## src/rtl/mod_mul_serial.sv

```systemverilog
// Serial modular multiplier: R = (a*b) mod prime_q.
// MSB-first interleaved double-and-add, one bit of b per clock.
// Optional build macro MOD_MUL_INPUT_REDUCE_EN adds a one-cycle REDUCE
// state that folds operands in [q, 2q) back into [0, q) before RUN.
//
// state  | meaning
// IDLE   | waiting for go
// REDUCE | (macro only) subtract q once from captured a and b if >= q
// RUN    | double-and-add for bit idx of b, idx counts N-1 down to 0
// DONE   | R valid for one cycle; go here starts the next operation
module mod_mul_serial #(
    parameter int MODULU_LENGTH = 32
) (
    input  logic                     clk,
    input  logic                     rst,
    input  logic                     go,
    input  logic [MODULU_LENGTH-1:0] prime_q,
    input  logic [MODULU_LENGTH-1:0] a,
    input  logic [MODULU_LENGTH-1:0] b,
    output logic                     busy,
    output logic                     valid,
    output logic [MODULU_LENGTH-1:0] R
);

    localparam int N  = MODULU_LENGTH;
    localparam int IW = (N > 1) ? $clog2(N) : 1;

`ifdef MOD_MUL_INPUT_REDUCE_EN
    typedef enum logic [1:0] {IDLE, REDUCE, RUN, DONE} state_t;
`else
    typedef enum logic [1:0] {IDLE, RUN, DONE} state_t;
`endif

    state_t        state;
    logic [N-1:0]  acc;
    logic [N-1:0]  a_r;
    logic [N-1:0]  b_r;
    logic [N-1:0]  q_r;
    logic [IW-1:0] idx;

    logic [N:0]    q_ext;
    logic [N:0]    dbl;
    logic [N:0]    dbl_red;
    logic [N:0]    sum;
    logic [N-1:0]  acc_next;

    // One double-and-add step; N+1-bit intermediates keep the carry that
    // 2*acc or acc+a can produce before the conditional subtraction.
    always_comb begin
        q_ext    = {1'b0, q_r};
        dbl      = {acc, 1'b0};
        dbl_red  = (dbl >= q_ext) ? (dbl - q_ext) : dbl;
        sum      = b_r[idx] ? (dbl_red + {1'b0, a_r}) : dbl_red;
        // Result is < q, so the low N bits of the difference are exact.
        acc_next = (sum >= q_ext) ? (sum[N-1:0] - q_r) : sum[N-1:0];
    end

    // Sequencer with registered busy/valid/R; DONE shares the start path
    // with IDLE so a held go yields back-to-back operations.
    always_ff @(posedge clk or posedge rst) begin
        if (rst) begin
            state <= IDLE;
            busy  <= 1'b0;
            valid <= 1'b0;
            R     <= '0;
            acc   <= '0;
            idx   <= '0;
            a_r   <= '0;
            b_r   <= '0;
            q_r   <= '0;
        end else begin
            case (state)
                IDLE, DONE: begin
                    valid <= 1'b0;
                    if (go) begin
                        a_r  <= a;
                        b_r  <= b;
                        q_r  <= prime_q;
                        acc  <= '0;
                        idx  <= IW'(N - 1);
                        busy <= 1'b1;
`ifdef MOD_MUL_INPUT_REDUCE_EN
                        state <= REDUCE;
`else
                        state <= RUN;
`endif
                    end else begin
                        state <= IDLE;
                    end
                end
`ifdef MOD_MUL_INPUT_REDUCE_EN
                REDUCE: begin
                    if (a_r >= q_r) a_r <= a_r - q_r;
                    if (b_r >= q_r) b_r <= b_r - q_r;
                    state <= RUN;
                end
`endif
                RUN: begin
                    acc <= acc_next;
                    if (idx == '0) begin
                        R     <= acc_next;
                        valid <= 1'b1;
                        busy  <= 1'b0;
                        state <= DONE;
                    end else begin
                        idx <= idx - 1'b1;
                    end
                end
                default: begin
                    state <= IDLE;
                    busy  <= 1'b0;
                    valid <= 1'b0;
                end
            endcase
        end
    end

endmodule

```

## config.mk

```make
export PLATFORM = sky130hd
export DESIGN_NAME = mod_mul_serial
export DESIGN_NICKNAME = d
export VERILOG_FILES = /design/src/rtl/mod_mul_serial.sv
export SDC_FILE = /design/constraint.sdc
export NUM_CORES = 1
export LEC_CHECK = 0
export ABC_AREA = 1
export CAP_MARGIN = 20
export CORE_MARGIN = 4
export CORE_UTILIZATION = 50
export DETAILED_ROUTE_END_ITERATION = 8
export MAX_ROUTING_LAYER = met4
export PLACE_DENSITY_LB_ADDON = 0.15
export SLEW_MARGIN = 10
export SYNTH_ARGS = -nofsm -noshare
export SYNTH_HDL_FRONTEND = slang
export SYNTH_SLANG_ARGS = --single-unit
```

## constraint.sdc

```tcl
create_clock -name clk -period 7.9 [get_ports clk]
set_clock_uncertainty 0.05 [all_clocks]
set_input_delay 1.58 -clock clk [delete_from_list [all_inputs] [get_ports clk]]
set_output_delay 1.58 -clock clk [all_outputs]
set_load 0.01 [all_outputs]
```

[Word level (Yosys, flattened, before mapping)]
Index checks and enable logic that the tools add are counted.
Word-level totals
  register bits: 169
  latch bits: 0
  RAM bits: 0
  bits in read-only memories: 0
  input bits: 99
  memories: 0
Cells by class
  add/sub/neg operators: 4
  multiply operators: 0
  div/mod/pow operators: 0
  $lt $le $gt $ge: 3
  equality and inequality tests: 5
  shifts and indexed selects: 0
  multiplexer cells: 18
  bitwise gates (word level): 0
  reduce and logical (&&, ||, !) cells: 9
Operator list (count)
  33-bit by 32-bit >= comparator with 1-bit output: 2
  33-bit two-way mux: 2
  32-bit two-way mux: 2
  32-bit one-hot mux with 2 select lines: 1
  33-bit by 32-bit adder with 33-bit output: 1
  33-bit by 32-bit subtractor with 33-bit output: 1
  32-bit subtractor: 1
  5-bit two-way mux: 2
  5-bit one-hot mux with 2 select lines: 1
  2-bit AND reduction: 4
  5-bit by 6-bit less-than comparator with 1-bit output, second input constant: 1
  1-bit two-way mux: 6
  2-bit != test, second input constant: 3
  1-bit binary-select mux with 5-bit select: 1
  5-bit zero test: 1
  5-bit by 1-bit subtractor with 5-bit output, second input constant: 1
  2-bit one-hot mux with 2 select lines: 1
  3-bit AND reduction: 1
  2-bit by 1-bit == test with 1-bit output, second input constant: 1
  2-bit == test, second input constant: 1
  2-bit zero test: 1
  2-bit two-way mux: 1
  1-bit one-hot mux with 2 select lines: 1
  2-bit nonzero test: 1
  2-bit OR reduction: 1

[Depth between registers and ports, before layout]
Gate-level depths: netlist of run 1.
  word-level depth: 7
  mapped depth: 47
  mapped depth without buffers: 44

[Worst setup path before layout of run 1]
Ideal clock, no wire load.
  kind: flip-flop to flip-flop
  from: reg acc[15]
  to: reg acc[25]
  library setup time: 0.118 ns
  data arrival time: 5.085 ns
  required time: 7.732 ns
  slack: 2.647 ns
  stages on the path, launching flop included: 38
  cell sequence: dfrtp_1 > ha_1 > nand2_2 > inv_2 > nand2_1 > nand3_2 > a21oi_2 > nand2_1 > nand2_1 > nand4_2 > buf_6 > buf_4 > buf_2 > o21a_1 > ha_1 > inv_1 > o21ai_0 > a21oi_1 > (+2 left out) > nand3_1 > nand2_1 > nand2_1 > or2_2 > nand3_1 > nand2_1 > ha_1 > nand2_1 > nor2_1 > inv_1 > nor3_1 > a31oi_1 > a21boi_0 > nand2_2 > buf_6 > nand2_1 > nand3_1 > nand2_1
Between the ends
  word-level cells in the longest chain between the ends: 7
  elaborated cells between the ends (all ways): 9
Ends and longest elaborated chain
  from (decl): RTL line 35  | logic [N-1:0] acc;
  from (signal assigned): RTL line 99  | acc <= acc_next;
  33-bit by 32-bit subtractor with 33-bit output or 33-bit by 32-bit >= comparator with 1-bit output (tied branches): RTL line 52  | dbl_red = (dbl >= q_ext) ? (dbl - q_ext) : dbl;
  33-bit two-way mux *: RTL line 52
  33-bit by 32-bit adder with 33-bit output: RTL line 53  | sum = b_r[idx] ? (dbl_red + {1'b0, a_r}) : dbl_red;
  33-bit two-way mux *: RTL line 53
  32-bit subtractor or 33-bit by 32-bit >= comparator with 1-bit output (tied branches): RTL line 55  | acc_next = (sum >= q_ext) ? (sum[N-1:0] - q_r) : sum[N-1:0];
  32-bit two-way mux *: RTL line 55
  32-bit one-hot mux with 2 select lines *: RTL line 72  | case (state)
Every way passes the cells marked *; elsewhere a longest branch is shown, timed or not.
A chain may end at the register's enable or synchronous reset.

[Worst setup path after layout of run 1]
  from: reg acc[22]
  to: reg R[2]
Between the ends
  word-level cells in the longest chain between the ends: 6
  elaborated cells between the ends (all ways): 8
Ends and longest elaborated chain
  33-bit by 32-bit subtractor with 33-bit output or 33-bit by 32-bit >= comparator with 1-bit output (tied branches): RTL line 52
  33-bit two-way mux *: RTL line 52
  33-bit by 32-bit adder with 33-bit output: RTL line 53
  33-bit two-way mux *: RTL line 53
  33-bit by 32-bit >= comparator with 1-bit output or 32-bit subtractor (tied branches): RTL line 55
  32-bit two-way mux *: RTL line 55
  to (signal assigned): RTL line 101  | R <= acc_next;
  to (decl): RTL line 22  | output logic [MODULU_LENGTH-1:0] R
Marks and branches as above.

==> results of run 1 <==
==> worst max-delay path, delay by kind of cell (launching register included) <==
family,cells,cell delay (ns)
flip-flops,1,0.46
AO/OA/AOI/OAI,3,0.61
buffers and inverters,7,1.14
AND/OR/NAND/NOR,21,3.47
adder cells (fa/ha/maj),4,1.56
==> logic make-up (layout without fill, tap and decap cells) <==
group | Yosys count | count (layout) | share of synthesized area
buffers and inverters | 326 | 456 | 0.0913
muxes | 63 | 63 | 0.0491
xor gates and xnor gates | 58 | 58 | 0.0352
and+or+nand+nor | 1192 | 1192 | 0.344
other | 0 | 1 | 0
AOI/OAI and AO/OA | 260 | 260 | 0.101
DFF | 168 | 168 | 0.291
adders and majority gates | 101 | 101 | 0.0891
==> metal layers <==
layer,up-vias,routed length (microns),global-route usage,part of all wire
met5,-,0,-,0
li1,7190,-,-,-
met4,0,2450,0.149,0.048
met3,118,3380,0.0447,0.066
met1,6864,21500,0.417,0.42
met2,610,23700,0.532,0.47
==> layout by cell type (no fill, tap or decap), types with 7 or more instances in the layout <==
cell type and n:
a21o_1 11, a21oi_1 136, a31oi_1 11, and2_1 10
buf_4 13, clkbuf_16 17, clkdlybuf4s50_1 132, dfrtp_1 168
ha_1 98, inv_1 265, inv_2 8, mux2_2 63
nand2_1 771, nand2_2 21, nand3_1 160, nand3b_1 9
nand4_1 19, nor2_1 160, nor3_1 15, o211ai_1 7
o21a_1 15, o21ai_0 53, o21bai_1 10, xnor2_1 31
xor2_1 27
==> stage by stage <==
| stage | instances | hold WS (ns) | area [sq um] | worst slack (ns) | util |
|---|---|---|---|---|---|
| after floorplan | 2168 | 0.372 | 14400 | 1.72 | - |
| after global routing | 2677 | 0.422 | 16700 | 0.0948 | 0.594 |
| after global placement | 2642 | 0.388 | 16100 | 0.498 | 0.571 |
| final | 2677 | 0.409 | 16700 | 0.464 | 0.594 |
| after detailed placement | 2642 | 0.398 | 16100 | 0.461 | 0.571 |
| after CTS | 2674 | 0.406 | 16700 | 0.403 | 0.592 |
==> worst max path at each step <==
stage	start	endpoint	slack [ns]	depth (start not counted)
3_5_place_dp	acc[28]$_DFFE_PP0P_	R[31]$_DFFE_PP0P_	0.46	35
6_report	acc[22]$_DFFE_PP0P_	R[2]$_DFFE_PP0P_	0.46	35
4_1_cts	acc[28]$_DFFE_PP0P_	R[2]$_DFFE_PP0P_	0.40	35
3_3_place_gp	acc[28]$_DFFE_PP0P_	R[0]$_DFFE_PP0P_	0.50	35
5_1_grt	acc[29]$_DFFE_PP0P_	acc[9]$_DFFE_PP0P_	0.09	36
2_1_floorplan	rst	R[0]$_DFFE_PP0P_	1.72	1
==> sequential cells by signal, summed over array words and instances, names as in the netlist <==
| register | cells |
|---|---|
| R | 32 |
| a_r | 32 |
| acc | 32 |
| b_r | 32 |
| q_r | 32 |
| idx | 5 |
| busy | 1 |
| state | 1 |
| valid | 1 |
==> final cells by class <==
type                       count  area [sq um]
fill                        2694         11400
multi-input combinational   1674          8940
sequential                   168          4200
timing repair buffer         147          1470
inverter                     277          1050
tap                          378           473
clock buffer                  18           429
clock inverter                14           158
antenna                        1          2.50
==> timing repair <==
item	4_1_cts	5_1_grt
gates resized for setup	0	4
endpoints found under the hold margin	0	0
endpoints found under the setup margin	0	64
==> results.cfg, run 1 <==
[clock_tree]
post_cts_buffers = 0
clk_latency_ns = 0.45
cts_tree = built
clock_sinks = 168
cts_max_path_buffers = 2
cts_buffers = 17
cts_root_buf = clkbuf_16
cts_hold_buf = 0
htreeDepth = 4
path_clk_slew_ns = 0.07

[setup_path]
crit_arrival_ns = 7.72
reg2reg_slack_ns = 0.46
critPathKind = flip-flop to flip-flop
rr_startpoint = acc[22]$_DFFE_PP0P_
end_kind = flip-flop
regToRegEndpoint = R[2]$_DFFE_PP0P_
worst_ep_required_time_ns = 8.19
start_kind = flip-flop
cp_max_fo = 32
slowest_delay_ns = 0.46
slowest_stage = dfrtp_1
timing.critical_path.mode_cell = nand2_1
ff2ff_path_depth = 35

[floorplan]
die_h_microns = 178
ios = 133
die-area_sq_um = 31700
rows = 61
fp.dieW_microns = 178
initial_core_util = 0.513
core_area_sq_um = 28200

[place]
gp_congestion = 1.08
port_buffers = 132
hpwlAfterDp_microns = 40900

[timing]
rsz0062_at_grt = false
tightest_slew_ns = 0.864
hold_viol = 0
slew_violations = 0
tns_ns = 0
setup_viol = 0
max_slew_margin = 0.424
timing.fmax_ghz = 0.134
layout_min_cycle_time_ns = 7.44
min_period_over_period = 0.941

[synth]
synth_top_area_frac = 0.291
syn-num-nets = 2368
synth_cells = 2168
synth_area_leaders = dfrtp_1, nand2_1, ha_1
yosysSeqAreaShare = 0.291
yosys.cell_types.count = 43
synth.most_common_cell = nand2_1
synthArstFlopShare = 1.00
synth_top_area_cell = dfrtp_1
synth_edf_count = 0
netlist_area_sq_um = 14400
netlist_top_cells_count = nand2_1, inv_1, dfrtp_1
synthFlopType = dfrtp_1
synth_area_per_cell_sq_um = 6.66
yosysWarnings = 0
ys_seq_elements = 168

[drt]
wirelength_microns = 51000
drt_iter0_drc = 1386
wl_per_cell_microns = 19.1
drt_first_pass_iters = 6
via_per_inst = 5.52
drc_errors = 0
vias = 14800
antenna_left = 0

[grt]
grt_pass1_wl_microns = 78200
grt_max_degree = 72
track_usage = 0.331
grt_pass1_vias = 13900
grt-ovfl-total = 0
antenna_found_initial = 1

[layout]
drive_gt1_frac = 0.0718
syn_to_final_growth_pct = 15.8
fin_nets = 2485

[hold_path]
hold_path.class = flip-flop to flip-flop
holdPathStages = 1
hold-path-endpoint = busy$_DFFE_PP0P_
min_from = state[0]$_DFFE_PP0P_

[status]
status = complete, no violations

[run]
maxCapViolations = 0
Power of run 1 is left out: the tool's default activity adds up to more than one toggle a clock period on the data nets, which glitch-free logic cannot reach.
==> run 2, diff against run 1 <==
--- a/config.mk
+++ b/config.mk
@@ -7,8 +7,10 @@
 export LEC_CHECK = 0
 export ABC_AREA = 1
 export CAP_MARGIN = 20
+export CELL_PAD_IN_SITES_DETAIL_PLACEMENT = 0
+export CELL_PAD_IN_SITES_GLOBAL_PLACEMENT = 1
 export CORE_MARGIN = 4
-export CORE_UTILIZATION = 50
+export CORE_UTILIZATION = 42
 export DETAILED_ROUTE_END_ITERATION = 8
 export MAX_ROUTING_LAYER = met4
 export PLACE_DENSITY_LB_ADDON = 0.15
@@ -16,3 +18,4 @@
 export SYNTH_ARGS = -nofsm -noshare
 export SYNTH_HDL_FRONTEND = slang
 export SYNTH_SLANG_ARGS = --single-unit
+export TNS_END_PERCENT = 50
==> constraint.sdc (replaced) <==
create_clock -name clk -period 7.9 [get_ports clk]
set_clock_uncertainty 0.05 [all_clocks]
set_input_delay 1.185 -clock clk [delete_from_list [all_inputs] [get_ports clk]]
set_output_delay 1.185 -clock clk [all_outputs]
set_load 0.01 [all_outputs]
==> run 2 against run 1 <==
Net effect:
- cell area rose by 1.1%
- global-route usage fell by 4.1 points
- first-iteration DRC count fell by 18%
- critical path depth fell by 3
- die area rose by 18%
- critical endpoint is now acc[1]$_DFFE_PP0P_
- largest cell class unchanged
- highest routed layer unchanged
==> results.cfg, run 2 (same netlist as run 1, synthesis figures left out) <==
[setup_path]
slowest_delay_ns = 0.45
ff2ff_path_depth = 32
end_kind = flip-flop
crit_family = simple AND/OR/NAND/NOR gates
crit_start = acc[21]$_DFFE_PP0P_
reg2reg_slack_ns = 0.63
crit_arrival_ns = 7.57
cp_max_fo = 23
critPathKind = flip-flop to flip-flop
rr_startpoint = acc[21]$_DFFE_PP0P_
path_buf_inv = 5
slowest_stage = ha_1
start_kind = flip-flop
crit_path_end = acc[1]$_DFFE_PP0P_
regToRegEndpoint = acc[1]$_DFFE_PP0P_
timing.critical_path.mode_cell = nand2_1
worst_ep_required_time_ns = 8.19
path_depth = 32

[layout]
fin_nets = 2489
final_common_cell = nand2_1
fill_cells = 3479
final_cell_mix = nand2_1, inv_1, dfrtp_1
syn_to_final_growth_pct = 17.1
antenna_cells = 0
drive_gt1_frac = 0.0738

[timing]
hold_viol = 0
hold_ws_ns = 0.405
min_period_over_period = 0.921
layout_min_cycle_time_ns = 7.27
tightest_slew_ns = 0.978
slew_violations = 0
timing.fmax_ghz = 0.137
fin_ws_ns = 0.627
rsz0062_at_grt = false
max_slew_margin = 0.347
tns_ns = 0
setup_viol = 0

[place]
dp_slack_ns = 0.594
gp_congestion = 0.973
hpwlAfterDp_microns = 43800
port_buffers = 132

[clock_tree]
htreeDepth = 4
cts_max_path_buffers = 2
cts_root_buf = clkbuf_16
cts_tree = built
path_clk_slew_ns = 0.08
cts_buffers = 17
clk_latency_ns = 0.47
clock_sinks = 168

[floorplan]
rows = 67
ios = 133
die_h_microns = 193
initial_core_util = 0.429
fp.dieW_microns = 193
core_area_sq_um = 33700
die-area_sq_um = 37400

[drt]
wl_per_cell_microns = 19.5
drt_first_pass_iters = 5
drc_errors = 0
via_per_inst = 5.27
wirelength_microns = 53700
drt_iter0_drc = 1135
antenna_left = 0
vias = 14500

[grt]
grt_use_met3 = 0.0343
grt_max_degree = 91
use_met1 = 0.364
grt_pass1_vias = 14300
antenna_found_initial = 0
gr-max-usage-layer = met2
grt_pass1_wl_microns = 82600
grt-ovfl-total = 0
met2_usage = 0.489
track_usage = 0.290

[hold_path]
hold_path.class = flip-flop to flip-flop

[run]
maxCapViolations = 0

[status]
status = complete, no violations
## run 2: cell count changes in the layout (fill, tap and decap cells not counted), moves of 2 or more
cell and delta:
buf_4 +2, bufinv_16 +2, inv_8 +2, clkinv_2 -2, inv_6 -3
## run 2: worst min-delay path by stage
stage,endpoint,cells past startpoint,from,slack (ns)
floorplan,busy$_DFFE_PP0P_,1,state[0]$_DFFE_PP0P_,0.37
global placement,busy$_DFFE_PP0P_,1,state[0]$_DFFE_PP0P_,0.40
detailed placement,busy$_DFFE_PP0P_,1,state[0]$_DFFE_PP0P_,0.39
CTS,busy$_DFFE_PP0P_,1,state[0]$_DFFE_PP0P_,0.41
global route,busy$_DFFE_PP0P_,1,state[0]$_DFFE_PP0P_,0.45
finish,busy$_DFFE_PP0P_,1,state[0]$_DFFE_PP0P_,0.40
## run 2: worst register-to-register path, delay by kind of cell, from the launching register on
family                     cells  cell delay, ns
adders and majority gates      3            1.23
and+or+nand+nor               18            3.43
AOI/OAI and AO/OA              6            1.11
DFF                            1            0.44
buffers and inverters          5            0.91
## run 2: through the flow
step / instances / area (sq um) / utilization
after detailed placement: 2716 / 16200 / 0.482
after CTS: 2748 / 16900 / 0.501
after global placement: 2715 / 16200 / 0.481
final: 2750 / 16900 / 0.502
after floorplan: 2168 / 14400 / -
after global routing: 2750 / 16900 / 0.502
## run 2: routing by layer
metal  part of all wire  wire length, microns
met1               0.44                 23400
met2               0.49                 26200
met3              0.042                  2260
met4              0.034                  1810
met5                  0                     0
## run 2: area by class of cell
type / instances / area [sq um] / share of cell area
clock inverter: 15 / 229 / 0.0135
inverter: 277 / 1050 / 0.0619
timing repair buffer: 150 / 1510 / 0.0892
clock buffer: 17 / 425 / 0.0251
multi-input combinational: 1675 / 8940 / 0.529
tap: 448 / 561 / 0.0331
sequential: 168 / 4200 / 0.248
## run 2: timing repair
item	4_1_cts	5_1_grt
hold buffers	0	0
setup buffers	0	0
resized for setup	0	1
endpoints found under the setup margin	0	8
Power of run 2 is left out for the same reason.
==> run 3, diff against run 2 <==
--- a/config.mk
+++ b/config.mk
@@ -6,7 +6,7 @@
 export NUM_CORES = 1
 export LEC_CHECK = 0
 export ABC_AREA = 1
-export CAP_MARGIN = 20
+export CAP_MARGIN = 25
 export CELL_PAD_IN_SITES_DETAIL_PLACEMENT = 0
 export CELL_PAD_IN_SITES_GLOBAL_PLACEMENT = 1
 export CORE_MARGIN = 4
==> run 3 against run 2 <==
Net effect:
- maximum frequency barely moved
- first-iteration DRC count rose by 1.9%
- non-clock buffer count rose by 1
- utilization rose by 0.082 points
- sequential share of layout area barely moved
- global-route usage did not move
- via count fell by 0.14%
- setup slack improved by 0.0031 ns
- largest cell class unchanged
- cell area rose by 0.16%
- critical path type unchanged
- clock-buffer cell count did not move
- critical path depth did not move
- die area did not move
==> results.cfg, run 3 (same netlist as run 1, synthesis figures left out) <==
[layout]
antenna_cells = 0
drive_gt1_frac = 0.0743
syn_to_final_growth_pct = 17.3
final_common_cell = nand2_1
final_cell_mix = nand2_1, inv_1, dfrtp_1
fin_nets = 2490

[grt]
grt_pass1_wl_microns = 82600
grt-ovfl-total = 0
grt_max_degree = 91
met2_usage = 0.489
antenna_found_initial = 0
gr-max-usage-layer = met2
track_usage = 0.290
grt_use_met3 = 0.0343
grt_pass1_vias = 14300
use_met1 = 0.364

[clock_tree]
path_clk_slew_ns = 0.08
clk_latency_ns = 0.47
clock_sinks = 168
cts_max_path_buffers = 2
post_cts_buffers = 0
cts_tree = built
htreeDepth = 4
ctsResizeCount = 0
cts_hold_buf = 0
cts_buffers = 17
cts_root_buf = clkbuf_16

[hold_path]
holdPathStages = 1
hold_path.class = flip-flop to flip-flop
min_from = state[0]$_DFFE_PP0P_
hold-path-endpoint = busy$_DFFE_PP0P_

[timing]
tightest_slew_ns = 0.905
slew_violations = 0
hold_viol = 0
layout_min_cycle_time_ns = 7.27
timing.fmax_ghz = 0.138
tns_ns = 0
rsz0062_at_grt = false
hold_ws_ns = 0.406
min_period_over_period = 0.920
setup_viol = 0
max_slew_margin = 0.397

[drt]
wl_per_cell_microns = 19.5
wirelength_microns = 53700
via_per_inst = 5.26
antenna_left = 0
drc_errors = 0
vias = 14500
drt_first_pass_iters = 5
drt_iter0_drc = 1157

[setup_path]
slowest_stage = ha_1
critPathKind = flip-flop to flip-flop
reg2reg_slack_ns = 0.63
worst_ep_required_time_ns = 8.19
rr_startpoint = acc[21]$_DFFE_PP0P_
crit_arrival_ns = 7.56
slowest_delay_ns = 0.45
end_kind = flip-flop
regToRegEndpoint = acc[1]$_DFFE_PP0P_
start_kind = flip-flop
timing.critical_path.mode_cell = nand2_1
ff2ff_path_depth = 32
cp_max_fo = 23

[floorplan]
rows = 67
initial_core_util = 0.429
die-area_sq_um = 37400
ios = 133
fp.dieW_microns = 193
core_area_sq_um = 33700
die_h_microns = 193

[place]
port_buffers = 132
hpwlAfterDp_microns = 43800
gp_congestion = 0.973

[status]
status = complete, no violations

[run]
maxCapViolations = 0
## run 3: how the worst max path moves through the flow
| stage | end | from | cells past startpoint | slack, ns |
|---|---|---|---|---|
| after floorplan | R[0]$_DFFE_PP0P_ | rst | 1 | 2.12 |
| after detailed placement | acc[2]$_DFFE_PP0P_ | acc[21]$_DFFE_PP0P_ | 35 | 0.59 |
| after global placement | acc[2]$_DFFE_PP0P_ | acc[20]$_DFFE_PP0P_ | 35 | 0.56 |
| after CTS | acc[2]$_DFFE_PP0P_ | acc[21]$_DFFE_PP0P_ | 35 | 0.55 |
| final | acc[1]$_DFFE_PP0P_ | acc[21]$_DFFE_PP0P_ | 32 | 0.63 |
| after global routing | acc[2]$_DFFE_PP0P_ | q_r[30]$_DFFE_PP0P_ | 35 | 0.17 |
## run 3: per-stage QoR
step | instances | instance area, sq um | util | setup WS (ns)
finish | 2751 | 16900 | 0.503 | 0.630
floorplan | 2168 | 14400 | - | 2.12
global placement | 2715 | 16200 | 0.481 | 0.555
global route | 2751 | 16900 | 0.503 | 0.175
detailed placement | 2716 | 16200 | 0.482 | 0.594
CTS | 2748 | 16900 | 0.501 | 0.547
## run 3: cell type report
type	instances	area, sq um
clock buffers	17	425
clock inverters	15	229
fillers	3471	16800
inverters	277	1050
multi-input cells	1675	8940
flip-flops and latches	168	4200
well taps	448	561
repair buffers	151	1540
## run 3: per-layer routing
| metal | vias to the layer above | routed length (microns) | share of wire |
|---|---|---|---|
| met5 | - | 0 | 0 |
| met4 | 0 | 1760 | 0.033 |
| met3 | 62 | 2210 | 0.041 |
| met2 | 406 | 26200 | 0.49 |
| met1 | 6806 | 23600 | 0.44 |
| li1 | 7193 | - | - |
## run 3: critical path, delay by kind of cell (launching register included)
family          cells  cell delay (ns)
compound gates      6             1.11
fa+ha+maj           3             1.23
buf+inv             5             0.90
flops               1             0.44
simple gates       18             3.38
Power of run 3 is left out for the same reason.
